File: config.mk
export PLATFORM = sky130hd
export DESIGN_NAME = ipf_if_fifo_flat
export DESIGN_NICKNAME = d
export VERILOG_FILES = /design/src/rtl/ipf_if_fifo_if.sv /design/src/rtl/ipf_if_fifo.sv /design/src/flat_wrapper.sv
export SDC_FILE = /design/constraint.sdc
export NUM_CORES = 1
export LEC_CHECK = 0
export CAP_MARGIN = 0
export CORE_MARGIN = 5
export CORE_UTILIZATION = 40
export DETAILED_ROUTE_END_ITERATION = 7
export GPL_TIMING_DRIVEN = 1
export SKIP_LAST_GASP = 1
export SLEW_MARGIN = 15
export SYNTH_ARGS = -nofsm -noshare
export SYNTH_HDL_FRONTEND = slang
export SYNTH_SLANG_ARGS = --single-unit
export TNS_END_PERCENT = 50
File: constraint.sdc
create_clock -name clk -period 3.4 [get_ports clk]
set_input_delay 0.85 -clock clk [delete_from_list [all_inputs] [get_ports clk]]
set_output_delay 0.85 -clock clk [all_outputs]
set_load 0.05 [all_outputs]
File: src/rtl/ipf_if_fifo_if.sv
// Bundle of the IPF->IF queue handshake signals: push side, pop side, flush and status.
// master: IPF/IF side (drives flush, in_valid/in_data, out_ready; observes ready/valid/status).
// slave : the queue itself (ipf_if_fifo).
interface ipf_if_fifo_if #(
    parameter int DATA_W = 75,
    parameter int DEPTH  = 4
);
    logic                     flush;
    logic                     in_valid;
    logic                     in_ready;
    logic [DATA_W-1:0]        in_data;
    logic                     out_valid;
    logic                     out_ready;
    logic [DATA_W-1:0]        out_data;
    logic [$clog2(DEPTH):0]   count;
    logic                     almost_full;

    modport master (
        output flush, in_valid, in_data, out_ready,
        input  in_ready, out_valid, out_data, count, almost_full
    );

    modport slave (
        input  flush, in_valid, in_data, out_ready,
        output in_ready, out_valid, out_data, count, almost_full
    );
endinterface

File: src/rtl/ipf_if_fifo.sv
// Purpose: elastic DEPTH-entry queue between IPF and IF carrying packed fetch bundles.
// Latency: 1 cycle push-to-head; 0 cycles when empty and IPF_IF_FIFO_BYPASS_EN is defined.
// Backpressure: in_ready drops when full, in flush or in reset; almost_full warns IPF early.
// Ports: clk, rst (async active-high); bus (ipf_if_fifo_if.slave):
//   flush, in_valid/in_ready/in_data, out_valid/out_ready/out_data, count, almost_full.
// Optional macro: IPF_IF_FIFO_BYPASS_EN enables empty-queue pass-through.
module ipf_if_fifo #(
    parameter int DATA_W       = 75,
    parameter int DEPTH        = 4,
    parameter int AFULL_THRESH = 3
) (
    input  logic          clk,
    input  logic          rst,
    ipf_if_fifo_if.slave  bus
);
    localparam int PTR_W = $clog2(DEPTH);
    localparam int CNT_W = PTR_W + 1;

    // Occupancy state is fully determined by count; decoded rather than stored.
    typedef enum logic [1:0] {
        OCC_EMPTY,
        OCC_PARTIAL,
        OCC_FULL
    } occ_e;

    logic [DATA_W-1:0] mem_q [DEPTH];
    logic [PTR_W-1:0]  wr_ptr_q, wr_ptr_d;
    logic [PTR_W-1:0]  rd_ptr_q, rd_ptr_d;
    logic [CNT_W-1:0]  count_q, count_d;
    occ_e              occ;

    logic              byp_vld;
    logic              byp_take;
    logic              push;
    logic              pop;
    logic              wr_en;
    logic              rd_en;
    logic              in_ready_c;
    logic              out_valid_c;
    logic [DATA_W-1:0] out_data_c;

    always_comb begin
        occ = OCC_PARTIAL;
        if (count_q == '0) begin
            occ = OCC_EMPTY;
        end else if (count_q == CNT_W'(DEPTH)) begin
            occ = OCC_FULL;
        end
    end

`ifdef IPF_IF_FIFO_BYPASS_EN
    // Incoming bundle is visible at the head in the same cycle when nothing is queued.
    assign byp_vld = (occ == OCC_EMPTY) & bus.in_valid & ~bus.flush & ~rst;
`else
    assign byp_vld = 1'b0;
`endif

    always_comb begin
        // Full blocks pushes even if the head is popped this cycle.
        in_ready_c  = ~rst & ~bus.flush & (occ != OCC_FULL);
        out_valid_c = ~rst & ~bus.flush & ((occ != OCC_EMPTY) | byp_vld);

        out_data_c = '0;
        if (occ != OCC_EMPTY) begin
            out_data_c = mem_q[rd_ptr_q];
        end else if (byp_vld) begin
            out_data_c = bus.in_data;
        end

        push     = bus.in_valid & in_ready_c;
        pop      = out_valid_c & bus.out_ready;
        // A bypassed bundle consumed on the spot never touches storage.
        byp_take = byp_vld & bus.out_ready;
        wr_en    = push & ~byp_take;
        rd_en    = pop & (occ != OCC_EMPTY);

        wr_ptr_d = wr_ptr_q;
        rd_ptr_d = rd_ptr_q;
        count_d  = count_q;
        if (bus.flush) begin
            wr_ptr_d = '0;
            rd_ptr_d = '0;
            count_d  = '0;
        end else begin
            if (wr_en) begin
                wr_ptr_d = wr_ptr_q + PTR_W'(1);
            end
            if (rd_en) begin
                rd_ptr_d = rd_ptr_q + PTR_W'(1);
            end
            case ({wr_en, rd_en})
                2'b10:   count_d = count_q + CNT_W'(1);
                2'b01:   count_d = count_q - CNT_W'(1);
                default: count_d = count_q;
            endcase
        end
    end

    always_ff @(posedge clk or posedge rst) begin
        if (rst) begin
            wr_ptr_q <= '0;
            rd_ptr_q <= '0;
            count_q  <= '0;
        end else begin
            wr_ptr_q <= wr_ptr_d;
            rd_ptr_q <= rd_ptr_d;
            count_q  <= count_d;
        end
    end

    // Storage is not reset; count gates every read of it.
    always_ff @(posedge clk) begin
        if (wr_en) begin
            mem_q[wr_ptr_q] <= bus.in_data;
        end
    end

    assign bus.in_ready    = in_ready_c;
    assign bus.out_valid   = out_valid_c;
    assign bus.out_data    = out_data_c;
    assign bus.count       = count_q;
    assign bus.almost_full = ~rst & (count_q >= CNT_W'(AFULL_THRESH));
endmodule

File: src/flat_wrapper.sv
// flat-port wrapper written by rule: the top's interface ports become plain ports
module ipf_if_fifo_flat 
#(
    parameter int DATA_W       = 75,
    parameter int DEPTH        = 4,
    parameter int AFULL_THRESH = 3
)
  (clk, rst, bus_flush, bus_in_valid, bus_in_data, bus_out_ready, bus_in_ready, bus_out_valid, bus_out_data, bus_count, bus_almost_full);
  ipf_if_fifo_if #(.DATA_W(DATA_W), .DEPTH(DEPTH)) bus_i ();
  input  logic clk;
  input  logic rst;
  input wire logic [$bits(bus_i.flush)-1:0] bus_flush;
  input wire logic [$bits(bus_i.in_valid)-1:0] bus_in_valid;
  input wire logic [$bits(bus_i.in_data)-1:0] bus_in_data;
  input wire logic [$bits(bus_i.out_ready)-1:0] bus_out_ready;
  output wire logic [$bits(bus_i.in_ready)-1:0] bus_in_ready;
  output wire logic [$bits(bus_i.out_valid)-1:0] bus_out_valid;
  output wire logic [$bits(bus_i.out_data)-1:0] bus_out_data;
  output wire logic [$bits(bus_i.count)-1:0] bus_count;
  output wire logic [$bits(bus_i.almost_full)-1:0] bus_almost_full;
  assign bus_i.flush = bus_flush;
  assign bus_i.in_valid = bus_in_valid;
  assign bus_i.in_data = bus_in_data;
  assign bus_i.out_ready = bus_out_ready;
  assign bus_in_ready = bus_i.in_ready;
  assign bus_out_valid = bus_i.out_valid;
  assign bus_out_data = bus_i.out_data;
  assign bus_count = bus_i.count;
  assign bus_almost_full = bus_i.almost_full;
  ipf_if_fifo #(.DATA_W(DATA_W), .DEPTH(DEPTH), .AFULL_THRESH(AFULL_THRESH)) u_core (.clk(clk), .rst(rst), .bus(bus_i));
endmodule
==> reports/results.ini <==
[finish]
antenna_cells=0
layout.area.seq_mm2=0.009191
drive_gt1_frac=0.2986
layout-area-overhead-vs-synth_pct=27.16
finish.net_count=804
n_fill_cell=2376
multi_input_area_mm2=0.002501
instances_no_fill=1130

[floorplan]
floorplan.die.width_um=181.9
placementRows=63
floorplan.initialDensity=0.4018
pin_count=161
die_height_um=181.9
dieArea_mm2=0.03307
core_region_area_mm2=0.02940

[synthesis]
synth_seq_area_share=0.7774
dominantRegCellSynth=sky130_fd_sc_hd__edfxtp_1
synth_top_cell_by_area=sky130_fd_sc_hd__edfxtp_1
post_synth_instance_area_mm2=0.01181
synth-edff-count=300
synthTopCellsByCount=300 x sky130_fd_sc_hd__edfxtp_1, 76 x sky130_fd_sc_hd__and2_1, 75 x sky130_fd_sc_hd__mux4_2
yosysWarnings=0
yosysTopAreaCellShare=0.7626
synth_cell_types=31
synthArstFlopShare=0.02280
synthMostInstantiatedCell=sky130_fd_sc_hd__edfxtp_1
synth_fp_nets=618
synth.top_cells.by_area=sky130_fd_sc_hd__edfxtp_1 76%, sky130_fd_sc_hd__mux4_2 14%, sky130_fd_sc_hd__and2_1 4.0%, sky130_fd_sc_hd__dfrtp_1 1.5%, sky130_fd_sc_hd__clkbuf_1 0.48%
synth-seq-cells=307
cells_after_synth=533
syn-mean-instance-area_um2=22.16

[route]
via_per_inst=5.061
ant_nets_after_route=0
dr.first_iter.drc_count=265
route.vias.total=5719
detailedRoute.firstPassIterationCount=5
number_of_remaining_drc_errors=0
drt_wl_total_mm=23.92
avgRoutedWirePerCell_um=21.17

[worst_setup_path]
crit_start=u_core.rd_ptr_q[0]
cp_top_family=flip-flops
criticalPathCategory=reg2out
rr_startpoint=u_core.bus.count[0]
critical_path_peak_fanout=28
setup_crit_end_kind=output pin
crit_chain=buf_12, mux4_2, and2_1, buf_4
worst_setup_path_start_kind=flip-flop
crit_arrival_ns=2.39
critPathSlowestCell=sky130_fd_sc_hd__dfrtp_4
worstPathBufferInverterCount=2
critPathMaxStageDelay_ns=0.64
cp.required_ns=2.55

[power_and_ir_drop]
pwr_density_cell_mw_per_mm2=604.2
comb_power_share=0.151
peakVddDrop_v=0.0003453
static-leakage-power_nw=4.988
switchingPower_w=0.002274
power_frac_seq=0.466
power.share.clock=0.383
internal_power_w=0.006803
p_sw_frac=0.2505

[timing]
rsz0062_at_grt=no
max_clock_freq_mhz=308.2
max-slew-margin-rel=0.6583
fin_ws_ns=0.1552
final_min_period_ns=3.245
report.final.hold_viol_count=0
max_slew.worst_pin.slew_ns=0.5110
final-setup-viol-count=0
clock-skew-final_ns=0.007933
fin_crit_sh=0.9544
timing_max_transition_violations_final=0

[clock_tree]
cts_tree=built
clock_insertion_delay_worst_skew_ns=0.49
max-clock-path-buffers=3
number_of_buffers_inserted_for_hold_repair_after_clock_tree_synthesis=0
worst_setup_hold_path_clk_slew_ns=0.06
root_buffer=sky130_fd_sc_hd__clkbuf_16
postCtsSetupBuffers=0
numClockSinks=307
htree_levels=2
numCtsBuffers=34

[outcome]
run_status=finished clean

[placed_design]
gp_congestion=0.7290
post-place-ws_ns=0.2394
buffer_ports.inserted=160
post-dp-hpwl_mm=14.48
placed_cells=1072

[global_routing]
maximum_number_of_pins_on_one_net_before_global_route_repair=42
grt_pass1_vias=6320
grt.overflow.total=0
grt_antenna_before_repair=1
global_route.usage.total=0.1428
grt_first_pass_wirelength_mm=36.63

[job]
cap_violations=0

[worst_hold_path]
holdCritPathClass=reg2reg
hold_path_startpoint=u_core.wr_ptr_q[1]

-- flip-flops by register name, indices dropped and copies added (netlist names) --
| name | flops |
|---|---|
| u_core.rd_ptr_q | 2 |
| u_core.bus.count | 3 |
| u_core.wr_ptr_q | 2 |
| u_core.mem_q | 300 |
-- metal layers --
layer / share of wire / track usage / up-vias / wire [µm]
li1: - / - / 2535 / -
met5: 0.00054 / 0 / - / 13
met3: 0.058 / 0.03846 / 33 / 1390
met1: 0.43 / 0.1856 / 2974 / 10180
met2: 0.50 / 0.2397 / 175 / 11900
met4: 0.019 / 0.03813 / 2 / 446
-- worst register-to-register path: cells and delay by family, from the launching register on --
family / cells / cell delay (ns)
buffers and inverters: 1 / 0.29
AND/OR/NAND/NOR: 4 / 1.03
AO/OA/AOI/OAI: 2 / 0.41
flip-flops: 1 / 0.48
adder cells (fa/ha/maj): 1 / 0.43
-- layout make-up --
cell class	instances	area share
Sequential cell	307	0.6119
Timing Repair Buffer	178	0.1166
Clock buffer	47	0.06413
Multi-Input combinational cell	193	0.1665
Inverter	5	0.001249
Clock inverter	10	0.007163
Tap cell	390	0.03248
-- cell families (layout without fill, tap and decap cells) --
logic type      Yosys count  count (layout)  synth area share
compound gates            8               8          0.006144
xor+xnor                  4               4          0.002966
fa+ha+maj                 5               5          0.005931
buf+inv                  33             240           0.01144
flops                   307             307            0.7774
mux                      78              78            0.1456
simple gates             98              98           0.05052
-- layout by cell type, fill, tap and decap left out, types with 2 or more instances in the layout --
cell type,Yosys,routed
sky130_fd_sc_hd__a21oi_1,2,2
sky130_fd_sc_hd__and2_1,76,76
sky130_fd_sc_hd__and2_4,0,4
sky130_fd_sc_hd__buf_12,0,12
sky130_fd_sc_hd__buf_4,0,76
sky130_fd_sc_hd__bufinv_16,0,2
sky130_fd_sc_hd__clkbuf_1,15,10
sky130_fd_sc_hd__clkbuf_16,0,38
sky130_fd_sc_hd__clkdlybuf4s50_1,0,82
sky130_fd_sc_hd__clkinv_2,0,4
sky130_fd_sc_hd__clkinvlp_4,0,2
sky130_fd_sc_hd__dfrtp_1,7,5
sky130_fd_sc_hd__dfrtp_4,0,2
sky130_fd_sc_hd__dlygate4sd2_1,0,2
sky130_fd_sc_hd__dlymetal6s2s_1,0,4
sky130_fd_sc_hd__edfxtp_1,300,300
sky130_fd_sc_hd__ha_1,4,4
sky130_fd_sc_hd__inv_1,5,5
sky130_fd_sc_hd__mux2i_1,2,2
sky130_fd_sc_hd__mux4_2,75,75
sky130_fd_sc_hd__nand2_1,2,2
sky130_fd_sc_hd__nor2_1,7,7
sky130_fd_sc_hd__nor2b_1,2,2
sky130_fd_sc_hd__o21ai_0,2,2
sky130_fd_sc_hd__xnor2_1,2,2
sky130_fd_sc_hd__xor2_1,2,2
-- stage by stage --
step | cell area, µm² | TNS (ns) | power [W] | hold slack, ns | utilization
2_1_floorplan | 11810 | 0 | 0.005173 | 0.5382 | -
3_3_place_gp | 13910 | 0 | 0.005676 | 0.5690 | 0.4731
3_5_place_dp | 13910 | 0 | 0.005697 | 0.5947 | 0.4731
4_1_cts | 14980 | -0.01414 | 0.009201 | 0.6082 | 0.5095
5_1_grt | 15020 | 0 | 0.009424 | 0.6718 | 0.5109
6_report | 15020 | 0 | 0.009076 | 0.6063 | 0.5109
-- power groups by stage --
stage | combinational [W] | clock (W) | sequential [W]
global placement | 0.00137 | 0 | 0.00430
detailed placement | 0.00139 | 0 | 0.00431
global route | 0.00144 | 0.00375 | 0.00423
CTS | 0.00139 | 0.00358 | 0.00423
floorplan | 0.000859 | 0 | 0.00431
finish | 0.00137 | 0.00348 | 0.00423
-- worst paths after layout --
check,to,slack (ns),cells past startpoint
setup / recovery,bus_out_data[61],0.16,4
hold / removal,u_core.wr_ptr_q[1],0.61,2
setup reg to reg,u_core.bus.count[2],0.64,8
max in group asynchronous,u_core.rd_ptr_q[1],2.34,2
hold reg to reg,u_core.wr_ptr_q[1],0.61,2
min in group asynchronous,u_core.bus.count[2],0.78,2
-- timing repair --
item | CTS | global route
hold endpoints to repair | 0 | 0
pin swaps | 0 | 0
gates resized for setup | 2 | 5
gates cloned | 0 | 1
endpoints found under the setup margin | 4 | 14
(Power assumes the default switching activity.)
